## src/rtl/pnr_bus_initiator.sv

```systemverilog
`default_nettype none
// ============================================================================
// Module   : pnr_bus_initiator
// Brief    : Single-outstanding bus initiator. Each command becomes one or more
//            strobed bus beats; reads with len > 1 drain a FIFO at one address.
//            Define PNR_BUS_INIT_TIMEOUT_EN to build the WAIT-state timeout.
// Revision : 1.0 - initial release
// ============================================================================
module pnr_bus_initiator #(
    parameter int TIMEOUT = 255
) (
    input  logic        clk_i,
    input  logic        rstn_i,
    input  logic        cmd_valid_i,
    output logic        cmd_ready_o,
    input  logic        cmd_write_i,
    input  logic [31:0] cmd_addr_i,
    input  logic [31:0] cmd_wdata_i,
    input  logic [15:0] cmd_len_i,
    output logic        rsp_valid_o,
    input  logic        rsp_ready_i,
    output logic [31:0] rsp_rdata_o,
    output logic        rsp_err_o,
    output logic        rsp_last_o,
    output logic [31:0] sys_addr_o,
    output logic [31:0] sys_wdata_o,
    output logic        sys_wen_o,
    output logic        sys_ren_o,
    input  logic [31:0] sys_rdata_i,
    input  logic        sys_err_i,
    input  logic        sys_ack_i,
    output logic        busy_o
);

    typedef enum logic [1:0] {
        S_IDLE   = 2'd0,
        S_STROBE = 2'd1,
        S_WAIT   = 2'd2,
        S_RESP   = 2'd3
    } state_t;

    state_t      r_state;
    logic        r_write;
    logic [31:0] r_addr;
    logic [31:0] r_wdata;
    logic [15:0] r_len;
    logic [15:0] r_beat;
    logic        r_cmd_ready;
    logic        r_wen;
    logic        r_ren;
    logic        r_rsp_valid;
    logic [31:0] r_rsp_rdata;
    logic        r_rsp_err;
    logic        r_rsp_last;

    logic        w_final_beat;
    logic        w_timeout;

    // Beats are counted from 0, so the last one is len-1 (len is never 0 here).
    assign w_final_beat = (r_beat == (r_len - 16'd1));

`ifdef PNR_BUS_INIT_TIMEOUT_EN
    logic [15:0] r_wait_cnt;

    always_ff @(posedge clk_i or negedge rstn_i) begin
        if (!rstn_i) begin
            r_wait_cnt <= '0;
        end else if (r_state != S_WAIT) begin
            r_wait_cnt <= '0;
        end else begin
            r_wait_cnt <= r_wait_cnt + 16'd1;
        end
    end

    // Fires during the TIMEOUT-th WAIT cycle when no ack has arrived.
    assign w_timeout = (r_wait_cnt == 16'(TIMEOUT - 1));
`else
    localparam int c_unused_timeout = TIMEOUT;
    assign w_timeout = 1'b0;
`endif

    always_ff @(posedge clk_i or negedge rstn_i) begin
        if (!rstn_i) begin
            r_state     <= S_IDLE;
            r_write     <= 1'b0;
            r_addr      <= '0;
            r_wdata     <= '0;
            r_len       <= '0;
            r_beat      <= '0;
            r_cmd_ready <= 1'b0;
            r_wen       <= 1'b0;
            r_ren       <= 1'b0;
            r_rsp_valid <= 1'b0;
            r_rsp_rdata <= '0;
            r_rsp_err   <= 1'b0;
            r_rsp_last  <= 1'b0;
        end else begin
            case (r_state)
                S_IDLE: begin
                    if (!r_cmd_ready) begin
                        r_cmd_ready <= 1'b1;
                    end else if (cmd_valid_i) begin
                        r_cmd_ready <= 1'b0;
                        r_write     <= cmd_write_i;
                        r_addr      <= cmd_addr_i;
                        r_wdata     <= cmd_wdata_i;
                        r_len       <= (cmd_write_i || (cmd_len_i == 16'd0)) ? 16'd1 : cmd_len_i;
                        r_beat      <= '0;
                        r_wen       <= cmd_write_i;
                        r_ren       <= ~cmd_write_i;
                        r_state     <= S_STROBE;
                    end
                end
                S_STROBE: begin
                    r_wen   <= 1'b0;
                    r_ren   <= 1'b0;
                    r_state <= S_WAIT;
                end
                S_WAIT: begin
                    if (sys_ack_i) begin
                        r_rsp_rdata <= r_write ? 32'd0 : sys_rdata_i;
                        r_rsp_err   <= sys_err_i;
                        r_rsp_last  <= w_final_beat | sys_err_i;
                        r_rsp_valid <= 1'b1;
                        r_state     <= S_RESP;
                    end else if (w_timeout) begin
                        r_rsp_rdata <= '0;
                        r_rsp_err   <= 1'b1;
                        r_rsp_last  <= 1'b1;
                        r_rsp_valid <= 1'b1;
                        r_state     <= S_RESP;
                    end
                end
                S_RESP: begin
                    if (rsp_ready_i) begin
                        r_rsp_valid <= 1'b0;
                        if (r_rsp_last) begin
                            r_cmd_ready <= 1'b1;
                            r_state     <= S_IDLE;
                        end else begin
                            // Next FIFO beat re-strobes the same address.
                            r_beat  <= r_beat + 16'd1;
                            r_wen   <= r_write;
                            r_ren   <= ~r_write;
                            r_state <= S_STROBE;
                        end
                    end
                end
                default: begin
                    r_state <= S_IDLE;
                end
            endcase
        end
    end

    assign cmd_ready_o = r_cmd_ready;
    assign rsp_valid_o = r_rsp_valid;
    assign rsp_rdata_o = r_rsp_rdata;
    assign rsp_err_o   = r_rsp_err;
    assign rsp_last_o  = r_rsp_last;
    assign sys_addr_o  = r_addr;
    assign sys_wdata_o = r_wdata;
    assign sys_wen_o   = r_wen;
    assign sys_ren_o   = r_ren;
    assign busy_o      = (r_state != S_IDLE);

endmodule
`default_nettype wire

```

## config.mk

```make
export PLATFORM = sky130hd
export DESIGN_NAME = pnr_bus_initiator
export DESIGN_NICKNAME = d
export VERILOG_FILES = /design/src/rtl/pnr_bus_initiator.sv
export SDC_FILE = /design/constraint.sdc
export NUM_CORES = 1
export LEC_CHECK = 0
export BUFFER_PORTS_ARGS = -buffer_cell sky130_fd_sc_hd__buf_4
export CAP_MARGIN = 20
export CELL_PAD_IN_SITES_DETAIL_PLACEMENT = 0
export CELL_PAD_IN_SITES_GLOBAL_PLACEMENT = 1
export CORE_UTILIZATION = 39
export CTS_BUF_LIST = sky130_fd_sc_hd__clkbuf_4 sky130_fd_sc_hd__clkbuf_8
export CTS_CLUSTER_DIAMETER = 60
export DETAILED_ROUTE_END_ITERATION = 8
export PLACE_DENSITY = 0.79
export SYNTH_ARGS = -nofsm -noshare
export SYNTH_HDL_FRONTEND = slang
export SYNTH_SLANG_ARGS = --single-unit
```

## constraint.sdc

```tcl
create_clock -name clk_i -period 2.62 [get_ports clk_i]
set_input_delay 0.262 -clock clk_i [delete_from_list [all_inputs] [get_ports clk_i]]
set_output_delay 0.262 -clock clk_i [all_outputs]
set_load 0.01 [all_outputs]
```

**Word-level counts from Yosys, hierarchy flattened**

Index checks and enable logic that the tools add are counted.
W data, S select, Z words.

- Output and inout bits: 103
- Flip-flop bits (word level): 137
- Input port bits: 119
- Logic and storage cells: 73

- $add $sub $neg: 2
- Reduce and logical (&&, ||, !) cells: 14
- Multiplexer cells: 31
- Equality and inequality tests: 10
- Bitwise gates (word level): 3

Operators with widths:

| cell | number |
|---|---|
| $mux W16 | 5 |
| $mux W32 | 1 |
| $pmux W16 S2 | 1 |
| $add A16 B1 Y16 const B | 1 |
| $eq A16 B16 Y1 | 1 |
| $logic_not A16 Y1 | 1 |
| $sub A16 B1 Y16 const B | 1 |
| $mux W1 | 15 |
| $ne A2 B2 Y1 const B | 6 |
| $reduce_and A5 Y1 | 2 |
| $reduce_and A3 Y1 | 3 |
| $mux W2 | 4 |
| $pmux W2 S4 | 1 |
| $pmux W1 S3 | 2 |
| $reduce_bool A2 Y1 | 3 |
| $eq A2 B2 Y1 const B | 2 |
| $pmux W1 S2 | 2 |
| $reduce_and A4 Y1 | 1 |
| $reduce_bool A3 Y1 | 1 |
| $eq A2 B1 Y1 const B | 1 |
| $logic_not A2 Y1 | 1 |
| $not A1 Y1 | 2 |
| $reduce_and A2 Y1 | 1 |
| $logic_or A1 B1 Y1 | 1 |
| $or A1 B1 Y1 | 1 |

**Logic depth before layout (Yosys ltp)**

Gate-level depths: netlist of the first run.

- Depth in word-level cells: 4
- Gate-level depth with buffers: 9
- Depth with buffers taken out: 8

**Worst setup path before layout of the first run**

Ideal clock, no wire load.

- Kind: flip-flop to flip-flop
- Start: reg r_len[0]
- End: reg r_rsp_last, in the netlist rsp_last_o
- Required time: 2.528 ns
- Slack: 0.406 ns
- Cell stages (with the launch flop): 10
- Buffers on the path: 1
- Setup time: 0.092 ns
- Period minus slack after synthesis: 2.214 ns
- Arrival: 2.123 ns
- Cells stage by stage: dfrtp_1 > inv_1 > ha_1 > or4b_1 > buf_4 > nor4_1 > xnor2_1 > and4_1 > o2111ai_1 > o31ai_2

- Longest elaborated chain between the ends: 3

RTL lines:

| element | RTL line | RTL |
|---|---|---|
| start, declared | 46 | `logic [15:0] r_len;` |
| start signal, assigned | 107 | `r_len <= (cmd_write_i \|\| (cmd_len_i == 16'd0)) ? 16'd1 : cmd_len_i;` |
| $sub A16 B1 Y16 | 60 | `assign w_final_beat = (r_beat == (r_len - 16'd1));` |
| $eq A16 B16 Y1 | 60 |  |
| $or A1 B1 Y1 | 123 | `r_rsp_last <= w_final_beat \| sys_err_i;` |
| end signal, assigned | 123 |  |
| end, declared | 54 | `logic r_rsp_last;` |

No other way between the ends.
A chain may end at the register's enable or synchronous reset.

**Worst setup path in the final report of the first run**

Ends and elaborated chain as after synthesis.

==> results of run 1 <==
[cell type report]
type                       count  area (um2)  share of cell area (%)
sequential                   137        3428                   40.82
multi-input combinational    363        2501                   29.78
timing repair buffer         235        1783                   21.23
clock buffer                  23       310.3                   3.695
tap                          188       235.2                   2.801
clock inverter                 9       87.58                   1.043
inverter                      14       52.55                  0.6257
[metal layers]
metal	share of wire (%)	routed length (um)
met5	0	0
met4	1.6	235
met3	7.8	1175
met2	48	7198
met1	43	6470
[worst reg2reg max path, stage by stage, from the launching register on]
cell and delay (ns):
dfrtp_1 0.41, inv_1 0.10, ha_1 0.20, or4b_4 0.54, nor4_1 0.32, xnor2_1 0.15, and4_1 0.21, o2111ai_1 0.14
o31ai_2 0.18
[power by group through the flow]
| stage | clock network (uW) | logic (uW) | registers [uW] |
|---|---|---|---|
| 3_5_place_dp | 0 | 4020 | 3680 |
| 3_3_place_gp | 0 | 3920 | 3620 |
| 2_1_floorplan | 0 | 1880 | 3870 |
| 6_report | 1700 | 3980 | 3650 |
| 5_1_grt | 1860 | 4380 | 3780 |
| 4_1_cts | 1760 | 4030 | 3660 |
[how the worst max path moves through the flow]
stage                   from    endpoint  depth (start not counted)
floorplan           r_len[0]  rsp_last_o                          9
global placement    r_len[0]  rsp_last_o                          8
detailed placement  r_len[0]  rsp_last_o                          8
CTS                 r_len[0]  rsp_last_o                          8
global route        r_len[0]  rsp_last_o                          8
finish              r_len[0]  rsp_last_o                          8
[kinds of logic (layout without fill, tap and decap cells)]
family / Yosys count / after routing
AOI/OAI and AO/OA: 81 / 81
and+or+nand+nor: 172 / 172
buffers and inverters: 44 / 281
muxes: 70 / 70
DFF: 137 / 137
adders and majority gates: 6 / 6
xor gates and xnor gates: 34 / 34
[stage by stage]
step / setup WS (ns) / hold WS, ns / instance area (um2)
5_1_grt: 0.06390 / 0.01937 / 8398
3_3_place_gp: 0.2756 / 0.1998 / 7986
2_1_floorplan: 0.4057 / -0.03359 / 6087
6_report: 0.2797 / 0.05287 / 8398
3_5_place_dp: 0.1531 / 0.2073 / 7986
4_1_cts: 0.1536 / 0.01601 / 8394
[cell usage in the layout, fill, tap and decap left out, types with 2 or more instances in the layout]
master      synthesis  routed
ha_1                6       6
or3_1               2       2
inv_1              14      14
mux2_2             66      66
a31oi_1             2       2
inv_6               0       2
clkbuf_8            0      22
nand3b_1            2       2
a22oi_1             2       2
dfrtp_1           137     137
nor3_1              7       7
buf_4               1     232
nand3_1             8       7
clkinvlp_4          0       4
nor2b_1             2       2
mux2i_1             4       4
and4_1              3       3
nand2_1            84      83
and2_1              2       2
a22o_1             10      10
clkinv_2            0       2
nor2_1             27      27
xor2_1             10      10
a21oi_1            10      10
nor4_1              8       8
nand2b_1            7       7
xnor2_1            24      24
and3_1              3       3
o21ai_0            44      44
nand4_1             6       6
or2_2               2       2
[flip-flops by register name (all words and copies together) (netlist names)]
signal / cells
cmd_ready_o: 1
rsp_last_o: 1
rsp_err_o: 1
r_state: 2
sys_wdata_o: 32
r_len: 16
sys_wen_o: 1
r_beat: 16
r_write: 1
sys_addr_o: 32
sys_ren_o: 1
rsp_valid_o: 1
rsp_rdata_o: 32
[what timing repair did]
item | 4_1_cts | 5_1_grt
hold endpoints to repair | 42 | 0
setup endpoints to repair | 0 | 1
gates resized for setup | 0 | 1
hold buffers | 1 | 0
==> results.cfg, run 1 <==
[sta]
fin_skew_ns = 0.009505
setup_tns_ns = 0
max_slew_margin_pct = 62.82
min_period_ns = 2.340
fmax_mhz = 427.3
hold_viol = 0
slew_violations = 0
min_period_over_period_pct = 89.32
setup_viol = 0
rsz0062_at_grt = no
tightest_slew_ns = 0.5577

[power_and_ir_drop]
clockPowerShare_pct = 18.2
p_int_uw = 6035
leakagePower_uw = 0.004032
total_power_uw = 9337
share_seq_of_total_power_pct = 39.1
p_switching_uw = 3301
p_comb_share_pct = 42.6
switching_share_pct = 35.36
power.density_mw_per_mm2 = 1112
ir_drop_v = 0.0007715

[route]
vias = 4807
drtAntennaViolNets = 0
wl_per_cell_um = 15.56
drc_errors = 0
drt_wl_total_um = 15080
drtIter0Drc = 194
drtPass1Iterations = 4
viasPerCell = 4.961

[global_route]
antenna_found_initial = 0
track_usage_pct = 19.54
first_global_vias = 4931
overflow = 0
use_met2_pct = 31.87
grtUsageMet3_pct = 7.423
top_usage_layer = met2
met1_usage_pct = 24.39
grt_first_pass_wirelength_um = 24550
grt_max_degree = 71

[clock_tree]
cts_made_buffers = 17
post-cts-setup-buffers = 0
cts-root-buf = clkbuf_8
cts_sinks = 137
clkSlewWorstSetupHoldPaths_ns = 0.08
cts_tree = done
cts_buffer_depth = 2
clkLatencyLatePin_ns = 0.43
cts_max_level = 4

[finish]
fillers = 1345
num_antenna_cells = 0
syn2layout_area_growth_pct = 37.96
drive_gt1_share_pct = 43.79
stdcell_count = 969
nets = 893
finalCoreUtilization_pct = 55.24

[floorplan]
die_area_mm2 = 0.01611
die_h_um = 126.9
dieWidth_um = 126.9
core_mm2 = 0.01520
pin_count = 222
num_rows = 45
start_util_pct = 40.04

[logic_synthesis]
synthXorXnorAreaFrac_pct = 4.892
avgSynthCellArea_um2 = 11.19
yosysMostFrequentCell = dfrtp_1
synth-simple-area-share_pct = 13.46
ys_ff_latch = 137
synth_fp_nets = 669
ys.warnings.count = 0
synth_cell_type_count = 52
synth.area.top_cells = dfrtp_1 56%, mux2_2 12%, nand2_1 5.2%
synthCells = 544
synth-seq-area-share_pct = 56.32
synth-edff-count = 0
synth.top_cells.by_count = 137 x dfrtp_1, 84 x nand2_1, 66 x mux2_2, 44 x o21ai_0, 27 x nor2_1
netlist_area_mm2 = 0.006087
synth_top_family_by_area = simple AND/OR/NAND/NOR gates
synth_ff_type = dfrtp_1
synth_top_area_share_pct = 56.32
synth_largest_area_cell = dfrtp_1
synth.mux.area_fraction_pct = 12.87
synth-adder-area-share_pct = 1.233
synth-compound-area-share_pct = 8.325
synthArstFlopShare_pct = 100.0

[worst_setup_path]
startpoint_type = flop
path_max_fanout = 8
crit_arrival_ns = 2.68
crit_type = flop to flop
max_stage_delay_ns = 0.54
rr_startpoint = r_len[0]
path_cells = inv_1 > ha_1 > or4b_4 > nor4_1 > xnor2_1 > and4_1 > o2111ai_1 > o31ai_2
cp_slowest_cell = or4b_4
worst-r2r-cell-count = 8
critPathTopFamily = simple AND/OR/NAND/NOR gates
reg2reg_to = rsp_last_o
r2r_slack_ns = 0.28
end_kind = flop
path_buf_inv = 1
crit_required_ns = 2.96

[status]
outcome = completed

[placed_design]
dpl.hpwl_um = 11270
place_inst = 936
io_buffers = 221
gp_congestion = 0.8037

[min_path]
min_to = r_len[5]
hp-start = cmd_len_i[5]
hold_depth = 2
hp-class = input pin to flop

[run]
maxCapViolations = 0
(Power assumes the default switching activity.)
==> run 2, diff against run 1 <==
--- a/config.mk
+++ b/config.mk
@@ -13,6 +13,7 @@
 export CTS_BUF_LIST = sky130_fd_sc_hd__clkbuf_4 sky130_fd_sc_hd__clkbuf_8
 export CTS_CLUSTER_DIAMETER = 60
 export DETAILED_ROUTE_END_ITERATION = 8
+export GPL_TIMING_DRIVEN = 0
 export PLACE_DENSITY = 0.79
 export SYNTH_ARGS = -nofsm -noshare
 export SYNTH_HDL_FRONTEND = slang
==> results.cfg, run 2 (synthesis results as in run 1) <==
[status]
outcome = completed

[worst_setup_path]
cp_slowest_cell = or4b_1
crit_arrival_ns = 2.81
max_stage_delay_ns = 0.45
path_cells = inv_1 > ha_1 > or4b_1 > buf_4 > nor4_4 > xnor2_1 > and4_1 > o2111ai_1 > o31ai_2
reg2reg_to = rsp_last_o
r2r_slack_ns = 0.17
crit_type = flop to flop
crit_required_ns = 2.97
path_max_fanout = 8
rr_startpoint = r_len[0]
end_kind = flop
startpoint_type = flop
worst-r2r-cell-count = 9

[sta]
setup_tns_ns = 0
fin_hold_ws_ns = 0.04446
max_slew_margin_pct = 51.77
min_period_over_period_pct = 93.59
setup_viol = 0
hold_viol = 0
tightest_slew_ns = 0.7234
slew_violations = 0
rsz0062_at_grt = no
min_period_ns = 2.452
fmax_mhz = 407.8
fin_skew_ns = 0.007898
worst_slack_ns = 0.1681

[route]
drc_errors = 0
vias = 4909
drt_wl_total_um = 15480
viasPerCell = 4.974
drtPass1Iterations = 4
wl_per_cell_um = 15.69
drtAntennaViolNets = 0
drtIter0Drc = 131

[clock_tree]
cts_tree = done
cts_max_level = 4
cts_made_buffers = 17
cts_buffer_depth = 2
cts_sinks = 137
post-cts-setup-buffers = 0
cts-root-buf = clkbuf_8
clkLatencyLatePin_ns = 0.44
clkSlewWorstSetupHoldPaths_ns = 0.08

[floorplan]
start_util_pct = 40.04
pin_count = 222
dieWidth_um = 126.9
core_mm2 = 0.01520
num_rows = 45
die_h_um = 126.9
die_area_mm2 = 0.01611

[min_path]
hold_depth = 2
hp-start = cmd_addr_i[29]
min_to = sys_addr_o[29]
hp-class = input pin to flop

[placed_design]
dp_slack_ns = -0.1213
io_buffers = 221
place_inst = 954
gp_congestion = 0.7799
dpl.hpwl_um = 11710

[global_route]
grt_max_degree = 80
overflow = 0
grt_first_pass_wirelength_um = 25120
track_usage_pct = 20.08
antenna_found_initial = 0
first_global_vias = 5105

[finish]
syn2layout_area_growth_pct = 39.08
final_cell_mix = 221 x buf_4, 137 x dfrtp_1, 84 x nand2_1, 66 x mux2_2, 44 x o21ai_0
final_common_cell = buf_4
nets = 911
stdcell_count = 987
num_antenna_cells = 0
drive_gt1_share_pct = 42.05

[run]
maxCapViolations = 0

[power_and_ir_drop]
leakagePower_uw = 0.004033
power.density_mw_per_mm2 = 1103
ir_drop_v = 0.0005753
==> run 2: cell types whose count changed in the layout (fill, tap and decap cells not counted), moves of 2 or more <==
| cell | change |
|---|---|
| nor4_1 | -2 |
| clkinv_4 | +3 |
| clkbuf_1 | +19 |
| buf_4 | -11 |
| clkinv_2 | +2 |
| clkbuf_2 | +2 |
| clkinvlp_4 | -3 |
| buf_1 | +7 |
==> run 2: report_power, final <==
part | switching (uW) | internal, uW
logic | 1930 | 2120
clock network | 813 | 862
registers | 605 | 3010
==> run 2: final cells by class <==
class                      count  area [um2]
inverter                      14       52.55
sequential                   137        3428
clock buffer                  22       296.5
fill                        1358        6736
multi-input combinational    363        2534
tap                          188       235.2
timing repair buffer         223        1700
buffer                        30       126.4
clock inverter                10       92.59
==> run 2: worst max path at each step <==
stage,slack [ns],to,start
global route,0.01,r_beat[15],r_state[0]
global placement,-0.08,r_beat[8],r_state[0]
floorplan,0.41,rsp_last_o,r_len[0]
CTS,0.09,sys_addr_o[25],r_state[0]
finish,0.17,rsp_last_o,r_len[0]
detailed placement,-0.12,r_beat[6],r_state[0]
==> run 2: routing by layer <==
metal,up-vias,global-route usage [%],part of all wire (%)
li1,2357,-,-
met5,-,0,0
met2,147,33.00,50
met1,2389,24.63,42
met3,16,6.664,6.7
met4,0,7.353,1.2
==> run 2: per-stage QoR <==
step                      power (uW)  util, %  cell area [um2]
after floorplan                 5758        -             6087
after global routing           10010    55.69             8466
final                           9341    55.69             8466
after detailed placement        7682    52.71             8013
after CTS                       9407    55.35             8414
after global placement          7531    52.50             7981
==> run 2: what timing repair did <==
| item | CTS | global route |
|---|---|---|
| gates resized for setup | 2 | 9 |
| endpoints found under the hold margin | 78 | 0 |
| pin swaps | 0 | 0 |
| hold buffers | 1 | 0 |
| setup endpoints to repair | 19 | 32 |
==> run 2: worst max-delay path, delay by kind of cell, from the launching register on <==
kind            cells  cell delay (ns)
simple gates        3             0.93
flops               1             0.42
compound gates      2             0.35
buf+inv             2             0.29
fa+ha+maj           1             0.20
xor+xnor            1             0.17
